File: src/rtl/irq_ctrl.sv
// Interrupt, syscall and fault controller beside the microcode decoder.
// Synchronises device lines, prioritises traps and keeps a one-level save slot.
module irq_ctrl #(
  parameter int          NIRQ  = 4,
  parameter logic [3:0]  EXECM = 4'b1000
) (
  input  logic            clk,
  input  logic            reset,
  input  logic [NIRQ-1:0] irq_in,
  input  logic            fault_in,
  input  logic [3:0]      state,
  input  logic            syscall,
  input  logic            reti,
  input  logic            mask_we,
  input  logic [NIRQ-1:0] mask_wdata,
  input  logic            ie_we,
  input  logic            ie_wdata,
  output logic            irq_r,
  output logic            fault_r,
  output logic [3:0]      cause,
  output logic            ie,
  output logic            mode,
  output logic [NIRQ-1:0] pending,
  output logic [NIRQ-1:0] mask,
  output logic            dfault
);

  logic [NIRQ-1:0] s1_q, s2_q, s3_q, pending_q, pending_d, mask_q, mask_d;
  logic [NIRQ-1:0] rise, masked, clr;
  logic            irq_r_q, irq_r_d, fault_r_q, fault_r_d;
  logic [3:0]      cause_q, cause_d, irq_idx;
  logic            ie_q, ie_d, mode_q, mode_d, dfault_q, dfault_d;
  logic            prev_ie_q, prev_ie_d, prev_mode_q, prev_mode_d, in_trap_q, in_trap_d;
  logic            in_exec, take_flt, take_sc, take_irq, entry, ret, save;

  assign rise   = s2_q & ~s3_q;
  assign masked = pending_q & mask_q;

  always_comb begin
    irq_idx = '0;
    clr     = '0;
    // Ascending scan: the last hit is the highest-numbered line.
    for (int i = 0; i < NIRQ; i++)
      if (masked[i]) irq_idx = 4'(i);

    in_exec  = (state == EXECM);
    take_flt = fault_in;
    take_sc  = !fault_in && in_exec && syscall;
    take_irq = !fault_in && !take_sc && in_exec && irq_r_q;
    entry    = take_flt || take_sc || take_irq;
    ret      = in_exec && reti && !entry;
    // A nested fault must not clobber the context of the trap it interrupts.
    save     = entry && !(take_flt && in_trap_q);

    for (int i = 0; i < NIRQ; i++)
      if (take_irq && masked[i] && irq_idx == 4'(i)) clr[i] = 1'b1;

    pending_d   = (pending_q & ~clr) | rise;
    mask_d      = mask_we ? mask_wdata : mask_q;
    irq_r_d     = ie_q && |masked;
    fault_r_d   = take_flt;
    dfault_d    = dfault_q || (take_flt && in_trap_q);
    prev_ie_d   = save ? ie_q   : prev_ie_q;
    prev_mode_d = save ? mode_q : prev_mode_q;

    cause_d   = cause_q;
    ie_d      = ie_we ? ie_wdata : ie_q;
    mode_d    = mode_q;
    in_trap_d = in_trap_q;
    if (entry) begin
      cause_d   = take_flt ? 4'd9 : (take_sc ? 4'd8 : irq_idx);
      ie_d      = 1'b0;
      mode_d    = 1'b1;
      in_trap_d = 1'b1;
    end else if (ret) begin
      ie_d      = prev_ie_q;
      mode_d    = prev_mode_q;
      in_trap_d = 1'b0;
    end
  end

  always_ff @(posedge clk) begin
    if (reset) begin
      s1_q        <= '0;
      s2_q        <= '0;
      s3_q        <= '0;
      pending_q   <= '0;
      mask_q      <= '0;
      irq_r_q     <= 1'b0;
      fault_r_q   <= 1'b0;
      cause_q     <= '0;
      ie_q        <= 1'b0;
      mode_q      <= 1'b1;
      dfault_q    <= 1'b0;
      prev_ie_q   <= 1'b0;
      prev_mode_q <= 1'b0;
      in_trap_q   <= 1'b0;
    end else begin
      s1_q        <= irq_in;
      s2_q        <= s1_q;
      s3_q        <= s2_q;
      pending_q   <= pending_d;
      mask_q      <= mask_d;
      irq_r_q     <= irq_r_d;
      fault_r_q   <= fault_r_d;
      cause_q     <= cause_d;
      ie_q        <= ie_d;
      mode_q      <= mode_d;
      dfault_q    <= dfault_d;
      prev_ie_q   <= prev_ie_d;
      prev_mode_q <= prev_mode_d;
      in_trap_q   <= in_trap_d;
    end
  end

  assign irq_r   = irq_r_q;
  assign fault_r = fault_r_q;
  assign cause   = cause_q;
  assign ie      = ie_q;
  assign mode    = mode_q;
  assign pending = pending_q;
  assign mask    = mask_q;
  assign dfault  = dfault_q;

endmodule

File: config.mk
export PLATFORM = sky130hd
export DESIGN_NAME = irq_ctrl
export DESIGN_NICKNAME = d
export VERILOG_FILES = /design/src/rtl/irq_ctrl.sv
export SDC_FILE = /design/constraint.sdc
export NUM_CORES = 1
export LEC_CHECK = 0
export ABC_CLOCK_PERIOD_IN_PS = 2100
export CAP_MARGIN = 20
export CORE_MARGIN = 2
export CORE_UTILIZATION = 48
export DETAILED_ROUTE_END_ITERATION = 7
export GPL_ROUTABILITY_DRIVEN = 0
export GPL_TIMING_DRIVEN = 0
export MAX_ROUTING_LAYER = met4
export PLACE_DENSITY = 0.83
export SYNTH_ARGS = -nofsm -noshare
export SYNTH_HDL_FRONTEND = slang
export SYNTH_SLANG_ARGS = --single-unit
File: constraint.sdc
create_clock -name clk -period 2.1 [get_ports clk]
set_input_delay 0.21 -clock clk [delete_from_list [all_inputs] [get_ports clk]]
set_output_delay 0.21 -clock clk [all_outputs]
set_load 0.02 [all_outputs]
# Word-level counts from Yosys, hierarchy flattened
# Index checks and enable logic that the tools add are counted.
[totals]
out_inout_bits = 17
word_cells = 67
reg_bits = 32
in_bits = 20
[classes]
reduce_logical = 30
bitwise = 6
mux = 13
eq_ne = 4
[ops]
columns = ["op", "n"]
rows = [
  ["1-bit logical AND", 18],
  ["4-bit two-way mux", 4],
  ["4-bit AND", 3],
  ["1-bit two-way mux", 9],
  ["4-bit by 2-bit == test with 1-bit output, second input constant", 2],
  ["4-bit inverter", 2],
  ["4-bit by 1-bit == test with 1-bit output, second input constant", 1],
  ["4-bit == test, second input constant", 1],
  ["1-bit zero test", 4],
  ["4-bit zero test", 1],
  ["4-bit bitwise OR", 1],
  ["2-bit nonzero test", 2],
  ["4-bit OR reduction", 1],
  ["1-bit logical OR", 3],
  ["2-bit OR reduction", 1],
]

# Longest topological paths before layout
# Gate-level depths: netlist of run 1.
[depth]
ltp_word = 13
mapped_depth = 5
depth_no_buf = 4

# Least setup slack after synthesis of run 1
# No wires, ideal clock.
[synth_path]
path_kind = "in2reg"
startpoint = "input state[2]"
endpoint = "register cause_q[1] (netlist: cause[1])"
required_time_ps = 1983
n_path_buf = 0
arrival_time_ps = 1101
setup_ps = 117
path_slack_ps = 882
cell_stages = 4
path_cell_list = "nor4b_4 > o21a_1 > nor3_1 > a22o_1"
[synth_via]
elab_chain_cells = 8
word_cells_on_any_way = 11
cone_classes = "eq/ne (1); mux (2); reduce/logical (8)"
[synth_rtl]
columns = ["element", "line_no", "rtl"]
rows = [
  ["start, declared", "11", "input logic [3:0] state,"],
  ["4-bit == test *", "46", "in_exec = (state == EXECM);"],
  ["1-bit logical AND (2 in a row)", "48", "take_sc = !fault_in && in_exec && syscall;"],
  ["1-bit zero test", "49", "take_irq = !fault_in && !take_sc && in_exec && irq_r_q;"],
  ["1-bit logical AND (3 in a row)", "49", ""],
  ["1-bit logical OR", "50", "entry = take_flt || take_sc || take_irq;"],
  ["end signal, assigned", "106", "cause_q <= cause_d;"],
  ["end, declared", "31", "logic [3:0] cause_q, cause_d, irq_idx;"],
]
# Every way passes the cells marked *; elsewhere a longest branch is shown, timed or not.
# A chain may end at the register's enable or synchronous reset.

# Worst setup path after layout of run 1
[layout_path]
startpoint = "register irq_r_q (netlist: irq_r)"
endpoint = "output irq_r"
[layout_rtl]
columns = ["element", "line_no", "rtl"]
rows = [
  ["start, declared", "30", "logic irq_r_q, irq_r_d, fault_r_q, fault_r_d;"],
  ["start signal, assigned", "104", "irq_r_q <= irq_r_d;"],
  ["end, declared", "18", "output logic irq_r,"],
]
# No word-level cell between the ends.

==> results of run 1 <==
metrics by stage:
stage               util, %  total power, mW  cell area, um^2  hold WS [ns]  cells
finish                 70.4             1.12             1570         0.146    182
global route           70.4             1.18             1570         0.145    182
CTS                    70.4             1.14             1570         0.137    182
detailed placement     67.8            0.799             1520         0.428    175
global placement       67.8            0.794             1520         0.415    175
floorplan                 -            0.720             1150         0.338    114
cells in the final DEF (no fill, tap or decap), types with 2 or more instances in the layout:
cell / n
nand3_1: 3
clkbuf_4: 5
a311oi_1: 2
dfxtp_1: 31
o31ai_1: 2
a21oi_1: 5
nor2_1: 12
nor2b_1: 13
nand2b_1: 4
inv_1: 3
mux2i_1: 6
buf_6: 2
nand2_1: 8
clkdlybuf4s50_1: 33
clkbuf_1: 3
nor3_1: 2
registers in the layout (all words and copies together), names as in the netlist, 3 cells and up:
register  flops
s1_q          4
pending       4
cause         3
s2_q          4
mask          4
s3_q          4
layer usage:
layer	routed length, um	part of all wire [%]	vias to the layer above	track usage, %
li1	-	-	470	-
met1	986	41	416	21.0
met2	1220	50	30	35.6
met3	166	6.9	4	8.76
met4	46	1.9	0	10.3
met5	0	0	-	-
power by group through the flow:
| stage | registers, mW | logic [mW] | clock network [mW] |
|---|---|---|---|
| 2_1_floorplan | 0.660 | 0.0596 | 0 |
| 3_3_place_gp | 0.644 | 0.150 | 0 |
| 5_1_grt | 0.636 | 0.166 | 0.377 |
| 6_report | 0.632 | 0.152 | 0.340 |
| 4_1_cts | 0.632 | 0.154 | 0.351 |
| 3_5_place_dp | 0.646 | 0.153 | 0 |
layout make-up:
| type | count | share of cell area, % |
|---|---|---|
| Buffer | 6 | 2.63 |
| Sequential cell | 31 | 39.5 |
| Inverter | 3 | 0.717 |
| Clock inverter | 1 | 0.318 |
| Multi-Input combinational cell | 74 | 30.3 |
| Clock buffer | 6 | 3.26 |
| Timing Repair Buffer | 33 | 21.0 |
| Tap cell | 28 | 2.23 |
logic make-up after synthesis:
| kind of cell | after synthesis |
|---|---|
| AOI/OAI and AO/OA | 22 |
| buffers and inverters | 9 |
| DFF | 31 |
| muxes | 6 |
| other | 1 |
| and+or+nand+nor | 45 |
worst register-to-register path, cell delays in order, from the launching register on:
cell	delay [ns]
dfxtp_1	0.35
a22oi_1	0.33
nand3_1	0.12
o31ai_1	0.20
a21oi_1	0.10
final timing paths:
kind                            startpoint         end  slack (ns)  cells after the start
worst max-delay path                 irq_r       irq_r        0.45                      1
worst min-delay path              fault_in   in_trap_q        0.15                      3
worst max register to register  pending[3]  pending[0]        0.87                      4
worst min register to register     s3_q[2]  pending[2]        0.43                      1
==> flow_metrics.env, run 1 <==
export IMPL_status="finished clean"
export IMPL_io_buffers=33
export IMPL_synth_top_family_by_area="simple AND/OR/NAND/NOR gates"
export IMPL_setup_violations=0
export IMPL_cts_setup_buffers=0
export IMPL_p_per_area_nw_per_um2=716
export IMPL_critPathArrivalTime_ns=1.44
export IMPL_numClockSinks=31
export IMPL_fillers=180
export IMPL_grt_max_degree=11
export IMPL_vias_per_cell=5.05
export IMPL_synth_compound_area_share_pct=14.4
export IMPL_clockBufferDepth=2
export IMPL_start_util_pct=51.5
export IMPL_synth_fp_nets=134
export IMPL_coreArea_um2=2230
export IMPL_die_area_um2=2800
export IMPL_fin_skew_ns=0.00403
export IMPL_avgSynthCellArea_um2=10.1
export IMPL_pre_cts_slack_ns=0.229
export IMPL_cts_buffers=5
export IMPL_maxCapViolations=0
export IMPL_fmax_ghz=0.607
export IMPL_netlist_area_um2=1150
export IMPL_setup_tns_ns=0
export IMPL_overflow=0
export IMPL_synth_simple_gate_area_share_pct=21.5
export IMPL_cts_root_buf="clkbuf_4"
export IMPL_worst_ep_required_time_ns=1.89
export IMPL_synthAdderAreaFrac_pct=0
export IMPL_first_iter_violations=16
export IMPL_hold_path_class="in2reg"
export IMPL_htreeDepth=2
export IMPL_wl_um=2420
export IMPL_cp_top_family="buffers and inverters"
export IMPL_drc=0
export IMPL_synth_edf_count=0
export IMPL_io_pins=37
export IMPL_cp_start_kind="register"
export IMPL_rsz0062_at_grt="no"
export IMPL_synth_most_common_cell="dfxtp_1"
export IMPL_cts_clk_slew_worst_paths_ns=0.09
export IMPL_power_switching_mw=0.270
export IMPL_synthMuxAreaShare_pct=5.22
export IMPL_p_comb_share_pct=13.5
export IMPL_hold_viol_final=0
export IMPL_critPathMaxFanout=5
export IMPL_ys_ff_latch=31
export IMPL_p_int_mw=0.855
export IMPL_critPathMaxStageDelay_ns=0.67
export IMPL_swShare_pct=24.0
export IMPL_layout_min_cycle_time_ns=1.65
export IMPL_fin_nets=174
export IMPL_yosys_area_top_type="dfxtp_1"
export IMPL_vias=920
export IMPL_worstSkewPairLatency_ns=0.32
export IMPL_end_kind="output port"
export IMPL_period_share_pct=78.5
export IMPL_ys_top_cells_by_area="dfxtp_1 54%, nor2b_1 7.1%, mux2i_1 5.2%"
export IMPL_drtAntennaViolNets=0
export IMPL_yosysSeqAreaShare_pct=54.0
export IMPL_leakagePower_nw=0.617
export IMPL_maxSlewViolCount=0
export IMPL_synthTopCellsByCount="31 x dfxtp_1, 13 x nor2b_1, 12 x nor2_1"
export IMPL_antenna_found_initial=0
export IMPL_synthXorXnorAreaFrac_pct=0
export IMPL_drt_wirelength_per_cell_um=13.3
export IMPL_num_antenna_cells=0
export IMPL_synthToLayoutAreaGrowth_pct=36.7
export IMPL_multi_input_area_um2=477
export IMPL_cts_resized=0
export IMPL_ir_worst_vdd_v=0.000679
export IMPL_worst_path_buf_inv=1
export IMPL_synth_cell_types=32
export IMPL_die_h_um=52.9
export IMPL_p_clk_share_pct=30.2
export IMPL_synth_cells=114
export IMPL_grt_pass1_wl_um=3890
export IMPL_crit_type="reg2out"
export IMPL_ys_warn_count=0
export IMPL_async_flop_share_pct=0
export IMPL_die_x_um=52.9
export IMPL_cts_tree="yes"
export IMPL_path_cells="clkdlybuf4s50_1"
export IMPL_synth_ff_type="dfxtp_1"
export IMPL_drive_gt1_share_pct=9.74
export IMPL_dp_hpwl_um=1860
export IMPL_synth_top_cell_area_share_pct=54.0
export IMPL_dr_pass1_iters=4
export IMPL_postCtsHoldBufs=0
export IMPL_grt_total_usage_pct=21.1
export IMPL_rows=17
export IMPL_area_sequential_um2=621
export IMPL_power_frac_seq_pct=56.2
export IMPL_grt_pass1_vias=874
export IMPL_crit_slowest_cell="clkdlybuf4s50_1"
export IMPL_worst_slack_ns=0.452
No activity file was read; power rests on OpenSTA's default activity.
==> inputs of run 2 (changes only) <==
ABC_CLOCK_PERIOD_IN_PS = 1600   (was 2100)
CORE_UTILIZATION = 44   (was 48)
PLACE_DENSITY = 0.77   (was 0.83)
clock period = 1.6 ns   (was 2.1 ns; I/O delays follow)
==> flow_metrics.env, run 2 (synthesis gave the netlist of run 1 again) <==
export IMPL_status="finished clean"
export IMPL_worstSkewPairLatency_ns=0.32
export IMPL_cts_root_buf="clkbuf_4"
export IMPL_io_buffers=33
export IMPL_fin_nets=174
export IMPL_worstRegToRegCells=4
export IMPL_cts_setup_buffers=0
export IMPL_cts_buffers=5
export IMPL_p_per_area_nw_per_um2=1030
export IMPL_fin_skew_ns=0.00699
export IMPL_whs_ns=0.0876
export IMPL_clockBufferDepth=2
export IMPL_setup_violations=0
export IMPL_die_x_um=55.1
export IMPL_num_antenna_cells=0
export IMPL_cp_top_family="buffers and inverters"
export IMPL_mostFrequentLayoutCells="31 x dfxtp_1, 31 x clkdlybuf4s50_1, 13 x nor2b_1"
export IMPL_p_total_mw=1.65
export IMPL_rows=18
export IMPL_vias=932
export IMPL_area_sequential_um2=621
export IMPL_first_iter_violations=6
export IMPL_hold_viol_final=0
export IMPL_drt_wirelength_per_cell_um=11.9
export IMPL_grt_pass1_wl_um=3440
export IMPL_worst_ep_required_time_ns=1.44
export IMPL_ir_worst_vdd_v=0.000747
export IMPL_die_h_um=55.1
export IMPL_crit_slowest_cell="clkdlybuf4s50_1"
export IMPL_min_path_cells=2
export IMPL_drc=0
export IMPL_grt_total_usage_pct=17.4
export IMPL_htreeDepth=2
export IMPL_maxSlewViolCount=0
export IMPL_vias_per_cell=5.04
export IMPL_coreArea_um2=2480
export IMPL_leakagePower_nw=0.666
export IMPL_start_util_pct=46.4
export IMPL_setup_tns_ns=0
export IMPL_layout_min_cycle_time_ns=1.52
export IMPL_dr_pass1_iters=4
export IMPL_wl_um=2200
export IMPL_crit_type="reg2out"
export IMPL_postCtsHoldBufs=0
export IMPL_io_pins=37
export IMPL_critPathArrivalTime_ns=1.36
export IMPL_multi_input_area_um2=477
export IMPL_overflow=0
export IMPL_worst_path_buf_inv=1
export IMPL_dp_hpwl_um=1690
export IMPL_cp_num_cells=1
export IMPL_path_cells="clkdlybuf4s50_1"
export IMPL_antenna_found_initial=0
export IMPL_critPathMaxStageDelay_ns=0.64
export IMPL_numClockSinks=31
export IMPL_synthToLayoutAreaGrowth_pct=39.9
export IMPL_rsz0062_at_grt="no"
export IMPL_critPathMaxFanout=4
export IMPL_drive_gt1_share_pct=10.3
export IMPL_end_kind="output port"
export IMPL_maxCapViolations=0
export IMPL_cp_start_kind="register"
export IMPL_fin_cells=185
export IMPL_post_route_util_pct=64.9
export IMPL_grt_pass1_vias=803
export IMPL_die_area_um2=3040
export IMPL_cts_clk_slew_worst_paths_ns=0.09
export IMPL_hold_path_class="in2reg"
export IMPL_cts_tree="yes"
export IMPL_grt_max_degree=11
export IMPL_fillers=217
export IMPL_fmax_ghz=0.657
export IMPL_drtAntennaViolNets=0
export IMPL_period_share_pct=95.2
export IMPL_dp_cells=177
==> run 2: worst paths after layout <==
path / from / endpoint / slack [ns]
worst max-delay path: mask[0] / mask[0] / 0.08
worst min register to register: s3_q[2] / pending[2] / 0.43
worst max register to register: mask[3] / pending[0] / 0.32
worst min-delay path: fault_in / fault_r / 0.09
==> run 2: layout make-up <==
type	instances	share of cell area, %
clock inverter	2	2.18
sequential	31	38.6
tap	30	2.33
inverter	3	0.700
clock buffer	6	3.19
multi-input combinational	74	29.6
buffer	6	2.57
timing repair buffer	33	20.8
==> run 2: layer usage <==
layer  vias to the layer above  global-route usage (%)  wire (um)
met5                         -                       -          0
met4                         0                    13.4         76
met3                        10                    5.65        155
met2                        33                    25.8       1020
met1                       417                    19.4        955
li1                        472                       -          -
==> run 2: what timing repair did <==
| action | 4_1_cts | 5_1_grt |
|---|---|---|
| endpoints found under the setup margin | 0 | 2 |
| gates resized for setup | 0 | 2 |
| hold endpoints to repair | 0 | 0 |
==> run 2: power by group <==
| part | internal, mW | switching, mW |
|---|---|---|
| Sequential | 0.807 | 0.0223 |
| Combinational | 0.112 | 0.0870 |
| Clock | 0.369 | 0.257 |
==> run 2: per-stage QoR <==
step	worst slack (ns)	area [um^2]
after global placement	-0.168	1520
after global routing	0.00117	1610
after CTS	0.0188	1600
after floorplan	0.417	1150
final	0.0776	1610
after detailed placement	-0.211	1520
==> inputs of run 3 (changes only) <==
CORE_MARGIN = 1   (was 2)
PLACE_DENSITY = 0.74   (was 0.77)
==> flow_metrics.env, run 3 (synthesis gave the netlist of run 1 again) <==
export IMPL_setup_tns_ns=0
export IMPL_cp_top_family="buffers and inverters"
export IMPL_rows=18
export IMPL_cts_tree="yes"
export IMPL_design_area_um2=1590
export IMPL_worst_path_buf_inv=1
export IMPL_place_area_um2=1520
export IMPL_worst_slack_ns=0.0544
export IMPL_wl_um=2300
export IMPL_vias_per_cell=5.12
export IMPL_cts_clk_slew_worst_paths_ns=0.08
export IMPL_vias=948
export IMPL_ir_worst_vdd_v=0.000803
export IMPL_num_antenna_cells=0
export IMPL_grt_total_usage_pct=19.3
export IMPL_grt_pass1_vias=870
export IMPL_critPathMaxStageDelay_ns=0.63
export IMPL_worstMarginPinSlew_ns=0.494
export IMPL_end_kind="output port"
export IMPL_rsz0062_at_grt="no"
export IMPL_io_pins=37
export IMPL_drtAntennaViolNets=0
export IMPL_p_per_area_nw_per_um2=961
export IMPL_pre_cts_slack_ns=-0.215
export IMPL_period_share_pct=96.6
export IMPL_status="finished clean"
export IMPL_die_x_um=53.1
export IMPL_hold_path_class="in2reg"
export IMPL_drc=0
export IMPL_start_util_pct=46.4
export IMPL_antenna_found_initial=0
export IMPL_critPathMaxFanout=5
export IMPL_cp_start_kind="register"
export IMPL_worst_ep_required_time_ns=1.44
export IMPL_cts_root_buf="clkbuf_4"
export IMPL_first_iter_violations=1
export IMPL_leakagePower_nw=0.656
export IMPL_whs_ns=0.0855
export IMPL_critPathArrivalTime_ns=1.39
export IMPL_cts_setup_buffers=0
export IMPL_fmax_ghz=0.647
export IMPL_die_area_um2=2820
export IMPL_grt_max_degree=11
export IMPL_post_route_util_pct=64.2
export IMPL_mostFrequentLayoutCells="31 x dfxtp_1, 31 x clkdlybuf4s50_1, 13 x nor2b_1"
export IMPL_drt_wirelength_per_cell_um=12.4
export IMPL_drive_gt1_share_pct=9.68
export IMPL_fin_cells=185
export IMPL_fin_skew_ns=0.00411
export IMPL_relSlewSlack_pct=66.8
export IMPL_die_h_um=53.1
export IMPL_path_cells="clkdlybuf4s50_1"
export IMPL_worstSkewPairLatency_ns=0.33
export IMPL_crit_type="reg2out"
export IMPL_synthToLayoutAreaGrowth_pct=38.4
export IMPL_fillers=214
export IMPL_dr_pass1_iters=4
export IMPL_p_total_mw=1.53
export IMPL_dp_cells=177
export IMPL_hold_viol_final=0
export IMPL_htreeDepth=2
export IMPL_coreArea_um2=2480
export IMPL_crit_slowest_cell="clkdlybuf4s50_1"
export IMPL_cts_buffers=5
export IMPL_layout_min_cycle_time_ns=1.55
export IMPL_maxCapViolations=0
export IMPL_maxSlewViolCount=0
export IMPL_grt_pass1_wl_um=3560
export IMPL_fin_nets=174
export IMPL_io_buffers=33
export IMPL_numClockSinks=31
export IMPL_clockBufferDepth=2
export IMPL_setup_violations=0
export IMPL_overflow=0
run 3: changes by cell type in the layout (fill, tap and decap cells not counted):
cell | before | now
clkbuf_1 | 3 | 4
clkinv_2 | 1 | 0
bufinv_16 | 1 | 0
clkbuf_8 | 1 | 2
run 3: layout make-up:
cell class	instances	area, um^2	area share (%)
multi-input combinational	74	477	30.0
inverter	3	11.3	0.708
tap	30	37.5	2.36
sequential	31	621	39.0
clock buffer	8	68.8	4.32
timing repair buffer	33	335	21.1
buffer	6	41.3	2.59
run 3: routing by layer:
layer / global-route usage [%] / vias to the layer above / wire length, um
met5: - / - / 0
met4: 13.2 / 0 / 39
met3: 6.32 / 7 / 189
met2: 32.5 / 28 / 1100
met1: 18.8 / 438 / 971
li1: - / 475 / -
run 3: final timing paths:
| kind | start | endpoint | slack (ns) | cells after the start |
|---|---|---|---|---|
| max | mask[2] | mask[2] | 0.05 | 1 |
| min | fault_in | in_trap_q | 0.09 | 3 |
| max reg2reg | mask[3] | pending[0] | 0.33 | 4 |
| min reg2reg | s2_q[2] | s3_q[2] | 0.44 | 2 |
run 3: timing repair:
item | 4_1_cts | 5_1_grt
endpoints found under the setup margin | 0 | 2
hold endpoints to repair | 0 | 0
resized for setup | 0 | 2
hold buffers | 0 | 0
run 3: worst min-delay path, delay by kind of cell:
kind / cells / cell delay [ns]
simple gates: 1 / 0.07
compound gates: 1 / 0.05
buf+inv: 1 / 0.10
run 3: where the power goes:
part	internal (mW)	total [mW]	switching, mW
Combinational	0.112	0.200	0.0884
Clock	0.258	0.501	0.243
Sequential	0.807	0.829	0.0217
